### src/rtl/cuckoo_hash_gen.sv
// Cuckoo-hash insert front end: takes a 32-bit key and hashes it one byte per cycle
// into two distinct 5-bit bucket indices, presented over a valid/ready handshake.
module cuckoo_hash_gen #(
    parameter logic [15:0] ACC1_INIT = 16'h1505,
    parameter logic [15:0] ACC2_INIT = 16'hACE1
) (
    input  logic        clk,
    input  logic        reset,
    input  logic        in_valid,
    output logic        in_ready,
    input  logic [31:0] key,
    output logic        out_valid,
    input  logic        out_ready,
    output logic [31:0] num,
    output logic [4:0]  index1,
    output logic [4:0]  index2
);
    localparam int unsigned KEY_W  = 32;
    localparam int unsigned IDX_W  = 5;
    localparam int unsigned ACC_W  = 16;
    localparam int unsigned BYTE_W = 8;

    typedef enum logic [1:0] {IDLE, HASH, OUT} state_t;

    state_t             state;
    state_t             state_next;
    logic               accept;
    logic               last_byte;
    logic [ACC_W-1:0]   acc1;
    logic [ACC_W-1:0]   acc2;
    logic [1:0]         bcnt;
    logic [BYTE_W-1:0]  byte_sel;
    logic [ACC_W-1:0]   acc1_step;
    logic [ACC_W-1:0]   acc2_step;
    logic [IDX_W-1:0]   fold1;
    logic [IDX_W-1:0]   fold2;
    logic [IDX_W-1:0]   idx2_step;

    // XOR-fold a 16-bit accumulator down to a 5-bit bucket index
    function automatic logic [IDX_W-1:0] fold(input logic [ACC_W-1:0] a);
        return a[4:0] ^ a[9:5] ^ a[14:10] ^ {4'b0000, a[15]};
    endfunction

    assign in_ready  = (state == IDLE);
    assign out_valid = (state == OUT);
    assign accept    = in_valid & in_ready;
    assign last_byte = (bcnt == 2'd3);

    // One hash round on the current byte, LSB first
    always_comb begin
        byte_sel  = num[{bcnt, 3'b000} +: BYTE_W];
        acc1_step = (ACC_W'(acc1 << 5) + acc1) ^ {8'h00, byte_sel};
        acc2_step = {acc2[12:0], acc2[15:13]} ^ {8'h00, byte_sel};
        fold1     = fold(acc1_step);
        fold2     = fold(acc2_step);
        // Force the second index away from the first so the insert stage never ping-pongs
        idx2_step = (fold2 != fold1) ? fold2 : (fold1 ^ IDX_W'(1));
    end

    always_ff @(posedge clk or negedge reset) begin
        if (!reset) state <= IDLE;
        else        state <= state_next;
    end

    always_comb begin
        state_next = state;
        unique case (state)
            IDLE:    if (accept)    state_next = HASH;
            HASH:    if (last_byte) state_next = OUT;
            OUT:     if (out_ready) state_next = IDLE;
            default:                state_next = IDLE;
        endcase
    end

    always_ff @(posedge clk or negedge reset) begin
        if (!reset) begin
            num    <= '0;
            acc1   <= '0;
            acc2   <= '0;
            bcnt   <= '0;
            index1 <= '0;
            index2 <= '0;
        end else if (accept) begin
            num  <= key[KEY_W-1:0];
            acc1 <= ACC1_INIT;
            acc2 <= ACC2_INIT;
            bcnt <= '0;
        end else if (state == HASH) begin
            acc1 <= acc1_step;
            acc2 <= acc2_step;
            bcnt <= bcnt + 2'd1;
            if (last_byte) begin
                index1 <= fold1;
                index2 <= idx2_step;
            end
        end
    end
endmodule

### config.mk
export PLATFORM = sky130hd
export DESIGN_NAME = cuckoo_hash_gen
export DESIGN_NICKNAME = d
export VERILOG_FILES = /design/src/rtl/cuckoo_hash_gen.sv
export SDC_FILE = /design/constraint.sdc
export NUM_CORES = 1
export LEC_CHECK = 0
export ABC_AREA = 1
export CAP_MARGIN = 20
export CORE_AREA = 2 2 120 122
export CTS_CLUSTER_DIAMETER = 80
export DETAILED_ROUTE_END_ITERATION = 10
export DIE_AREA = 0 0 122 124
export GPL_ROUTABILITY_DRIVEN = 0
export GPL_TIMING_DRIVEN = 0
export PLACE_DENSITY = 0.66
export SYNTH_ARGS = -nofsm -noshare
export SYNTH_HDL_FRONTEND = slang
export SYNTH_SLANG_ARGS = --single-unit
### constraint.sdc
create_clock -name clk -period 2 [get_ports clk]
set_input_delay 0.6 -clock clk [delete_from_list [all_inputs] [get_ports clk]]
set_output_delay 0.6 -clock clk [all_outputs]
set_load 0.1 [all_outputs]
Yosys cells after proc, flatten, opt, wreduce, memory -nomap -nowiden
Index checks and enable logic that the tools add are counted.
{"block": "totals", "input_bits": 36, "regBits": 78, "out_inout_bits": 44}
{"block": "op_classes", "n_reduce_logical": 4, "n_mux": 11, "add_sub_neg": 2, "shift": 1, "bitwise": 11, "eq_ne": 7}
{"op": "two-way mux 16 bit", "n": 4}
{"op": "variable part select 32 x 6 -> 8 bit", "n": 1}
{"op": "bitwise XOR 16 x 8 -> 16 bit", "n": 2}
{"op": "bitwise XOR 5 bit", "n": 4}
{"op": "adder 16 bit", "n": 1}
{"op": "two-way mux 2 bit", "n": 5}
{"op": "bitwise XOR 5 x 1 -> 5 bit", "n": 2}
{"op": "case mux 2 bit (3 select lines)", "n": 1}
{"op": "AND reduction 3 bit", "n": 2}
{"op": "two-way mux 5 bit", "n": 1}
{"op": "!= test 5 bit", "n": 1}
{"op": "== test 2 bit, second input constant", "n": 2}
{"op": "!= test 2 x 1 -> 1 bit, second input constant", "n": 2}
{"op": "adder 2 x 1 -> 2 bit, second input constant", "n": 1}
{"op": "== test 2 x 1 -> 1 bit, second input constant", "n": 1}
{"op": "zero test 2 bit", "n": 1}
{"op": "!= test 2 bit, second input constant", "n": 1}
{"op": "NOT 1 bit", "n": 2}
{"op": "nonzero test 2 bit", "n": 1}
{"op": "bitwise AND 1 bit", "n": 1}

Depth between registers and ports, before layout
{"block": "logic_depth", "word_depth": 7, "ltp_mapped": 18}

Least setup slack after synthesis
OpenSTA, ideal clock, no wires.
{"block": "synth_path", "kind": "register to register", "startpoint": "register state[1]", "endpoint": "register acc1[7]", "stages_incl_launch_ff": 8, "slack_ns": -1.079, "setup_time_ns": 0.133, "n_path_buf": 1, "arrival_ns": 2.946, "cell_sequence": "dfrtp_1 -> nor2_1 -> nand2_1 -> nand2_1 -> clkinv_1 -> buf_2 -> nand2_1 -> o21ai_0"}
{"block": "synth_between", "elab_chain_len": 3}
{"item": "start: declaration", "line": "25", "rtl": "state_t state;"}
{"item": "start signal: assignment", "line": "62", "rtl": "else state <= state_next;"}
{"item": "zero test 2 bit (*)", "line": "44", "rtl": "assign in_ready = (state == IDLE);"}
{"item": "via in_ready", "line": "10", "rtl": "output logic in_ready,"}
{"item": "bitwise AND 1 bit (*)", "line": "46", "rtl": "assign accept = in_valid & in_ready;"}
{"item": "two-way mux 16 bit / nonzero test 2 bit (equally long branches)"}
{"item": "end signal: assignment", "line": "89", "rtl": "acc1 <= acc1_step;"}
{"item": "end: declaration", "line": "29", "rtl": "logic [ACC_W-1:0] acc1;"}
The timed path passes the listed nets; every way through them passes the cells marked *.
A chain may end at the register's enable or synchronous reset.

Worst setup path in the final report
{"block": "layout_path", "startpoint": "register acc1[5]", "endpoint": "register index2[0]"}
{"block": "layout_between", "elab_chain_len": 7}
{"item": "adder 16 bit (*)", "line": "52", "rtl": "acc1_step = (ACC_W'(acc1 << 5) + acc1) ^ {8'h00, byte_sel};"}
{"item": "bitwise XOR 16 x 8 -> 16 bit (*)", "line": "52"}
{"item": "bitwise XOR 5 bit (2 in series)", "line": "41", "rtl": "return a[4:0] ^ a[9:5] ^ a[14:10] ^ {4'b0000, a[15]};"}
{"item": "bitwise XOR 5 x 1 -> 5 bit (*)", "line": "41"}
{"item": "!= test 5 bit / NOT 1 bit (equally long branches)"}
{"item": "two-way mux 5 bit (*)", "line": "57", "rtl": "idx2_step = (fold2 != fold1) ? fold2 : (fold1 ^ IDX_W'(1));"}
{"item": "end signal: assignment", "line": "94", "rtl": "index2 <= idx2_step;"}
{"item": "end: declaration", "line": "16", "rtl": "output logic [4:0] index2"}
Mark *: on every way between the ends. The rest lies on a longest branch, timed or not.

==> results.yml <==
timing:
  rsz0062_at_grt: "yes"
  max_freq_ghz: 0.4374
  slew_violations: 0
  finalCriticalPeriod_ns: 2.286
  timing.final.ws_setup_ns: -0.2863
  setup_viol: 3
  tightestPinTransition_ns: 0.6784
  hold_slack_ns: 0.2292
  relSlewSlack_pct: 54.77
  fin_skew_ns: 0.006176
  final-hold-violation-count: 0
  finalCritPeriodShare_pct: 114.3
layout:
  nets: 746
  stdcell_area_um2: 6533
  antennaDiodeCount: 0
  layout_common_cells: "nand2_1, nand3_1, nand2_2"
  syn2layout_area_growth_pct: 36.43
  layout_commonest_cell: "nand2_1"
  layout-drive-gt1-share_pct: 35.70
  instances_no_fill: 883
status:
  violations: "setup timing"
  outcome: "complete, but fails checks"
die:
  dieHeight_um: 124
  die-area_um2: 15130
  design.core.area_um2: 13720
  placementRows: 43
  dieWidth_um: 122
  io_pins: 80
  start_util_pct: 34.90
synth:
  synth_top_area_share_pct: 40.76
  syn_area_per_cell_um2: 8.007
  synth-seq-area-share_pct: 40.76
  synthDistinctLibCells: 36
  yosysTopAreaCell: "dfrtp_1"
  async_flop_share_pct: 100.0
  synth_edf_count: 0
  synthTopCellsByArea: "dfrtp_1, nand2_1, nand3_1"
  syn-cell-area_um2: 4788
  synth-main-ff-cell: "dfrtp_1"
  yosysWarnings: 0
  synthCells: 598
  syn_nets: 646
  synth-seq-cells: 78
clock_tree:
  cts.sinks: 78
  ctsHtreeMaxLevel: 3
  clk_pin_slew_worst_paths_ns: 0.06
  clk_latency_ns: 0.34
  hold_buffers: 0
  cts_tree: "done"
  cts_root_buf: "clkbuf_16"
  cts_buffer_depth: 2
  cts_buffers: 9
placed_design:
  dp_hpwl_mm: 10.01
  io_buffer_count: 79
  post-place-ws_ns: -0.3899
  place_inst: 858
  post_dp_cell_area_um2: 5894
setup_path:
  cp-start-kind: "flop"
  crit_type: "flop to flop"
  worstPathArrival_ns: 2.50
  slowest_stage: "dfrtp_2"
  critPathMostFrequentCell: "nand2_2"
  cp-end-kind: "flop"
  worstPathMaxFanout: 3
  max_stage_delay_ns: 0.45
  path_cells: "ha_4 > fa_2 > nand2_2 > nand2_4 > nand3b_1 > nand3_1 > nand2_2 > nand3_2 > nand2_4 > nand2_2 > nand2_2 > nand3_2 > o21bai_1 > nand3_1"
  critPathTopFamily: "simple AND/OR/NAND/NOR gates"
  critPathRequiredTime_ns: 2.22
  crit_buf_inv: 0
drt:
  drtIter0Drc: 304
  drcViolationCount: 0
  num_vias: 4475
  drt_pass1_iterations: 7
  ant_nets: 0
  via_per_inst: 5.068
  wl_mm: 13.37
  wl_per_cell_um: 15.14
grt:
  grt_antenna_before_repair: 0
  grt_pass1_vias: 4476
  grt_pass1_wl_mm: 21.71
  grt_overflow: 0
  grt_max_degree: 44
  grt_usage_pct: 18.20
flow_run:
  cap_violations: 0
worst_hold_path:
  hp-class: "input pin to asynchronous set/reset pin"
registers in the layout, indices dropped and copies added, names as in the netlist:
signal	cells
state	2
index1	5
bcnt	2
acc1	16
index2	5
acc2	16
num	32
metal layers:
metal  up-vias  track usage, %  share of wire [%]
li1       2177               -                  -
met1      2113           22.93                 43
met2       159           30.90                 48
met3        26           4.029                6.2
met4         0           6.250                2.4
met5         -               0                  0
through the flow:
step | TNS [ns] | utilization (%)
finish | -0.5031 | 47.62
global route | -0.9634 | 47.62
CTS | -0.3248 | 45.82
detailed placement | -18.42 | 42.96
global placement | -221.61 | 42.78
floorplan | 0 | -
final cells by class:
cell class | count | area (um^2)
clock buffer | 11 | 232.7
timing repair buffer | 89 | 940.9
fill | 1335 | 7187
buffer | 14 | 95.09
clock inverter | 5 | 33.78
tap | 180 | 225.2
sequential | 78 | 1989
multi-input combinational | 446 | 2775
inverter | 60 | 240.2
kinds of logic after synthesis:
group	share of synthesized area, %
and+or+nand+nor	33.24
DFF	40.76
buffers and inverters	6.872
AOI/OAI and AO/OA	6.506
muxes	7.526
adders and majority gates	3.292
xor gates and xnor gates	1.803
repair_timing:
action,CTS,global route
resized for setup,156,54
setup buffers,2,7
setup endpoints to repair,73,12
pin swaps,12,23
path summary, 6_finish.rpt:
check / startpoint / to / slack, ns / cells after the start
max in group asynchronous: reset / acc1[5] / 1.16 / 2
worst min register to register: index1[3] / index1[3] / 0.48 / 2
worst min-delay path: reset / num[18] / 0.23 / 1
min in group clk: index1[3] / index1[3] / 0.48 / 2
worst max register to register: acc1[5] / index2[0] / -0.29 / 14
worst max-delay path: acc1[5] / index2[0] / -0.29 / 14
cells in the mapped netlist (2+ instances only):
cell       number
buf_2           3
clkinv_1        2
a22oi_1         9
ha_1           11
a21oi_1         6
nand3_1        86
o21ai_0        20
nand4_1         2
inv_1          55
nor2_1         11
nor2_2          2
nand3b_1        2
or2_1           2
nand3_2         9
nand2_1       197
nand2_2        26
buf_6           2
a2bb2oi_1       4
nand2_4         2
nand3_4         3
clkbuf_1        7
xor2_1          5
o22ai_1         9
xnor2_1         3
dfrtp_1        78
mux2_2         32
Power of run 1 is left out: the tool's default activity adds up to more than one toggle a clock period on the data nets, which glitch-free logic cannot reach.
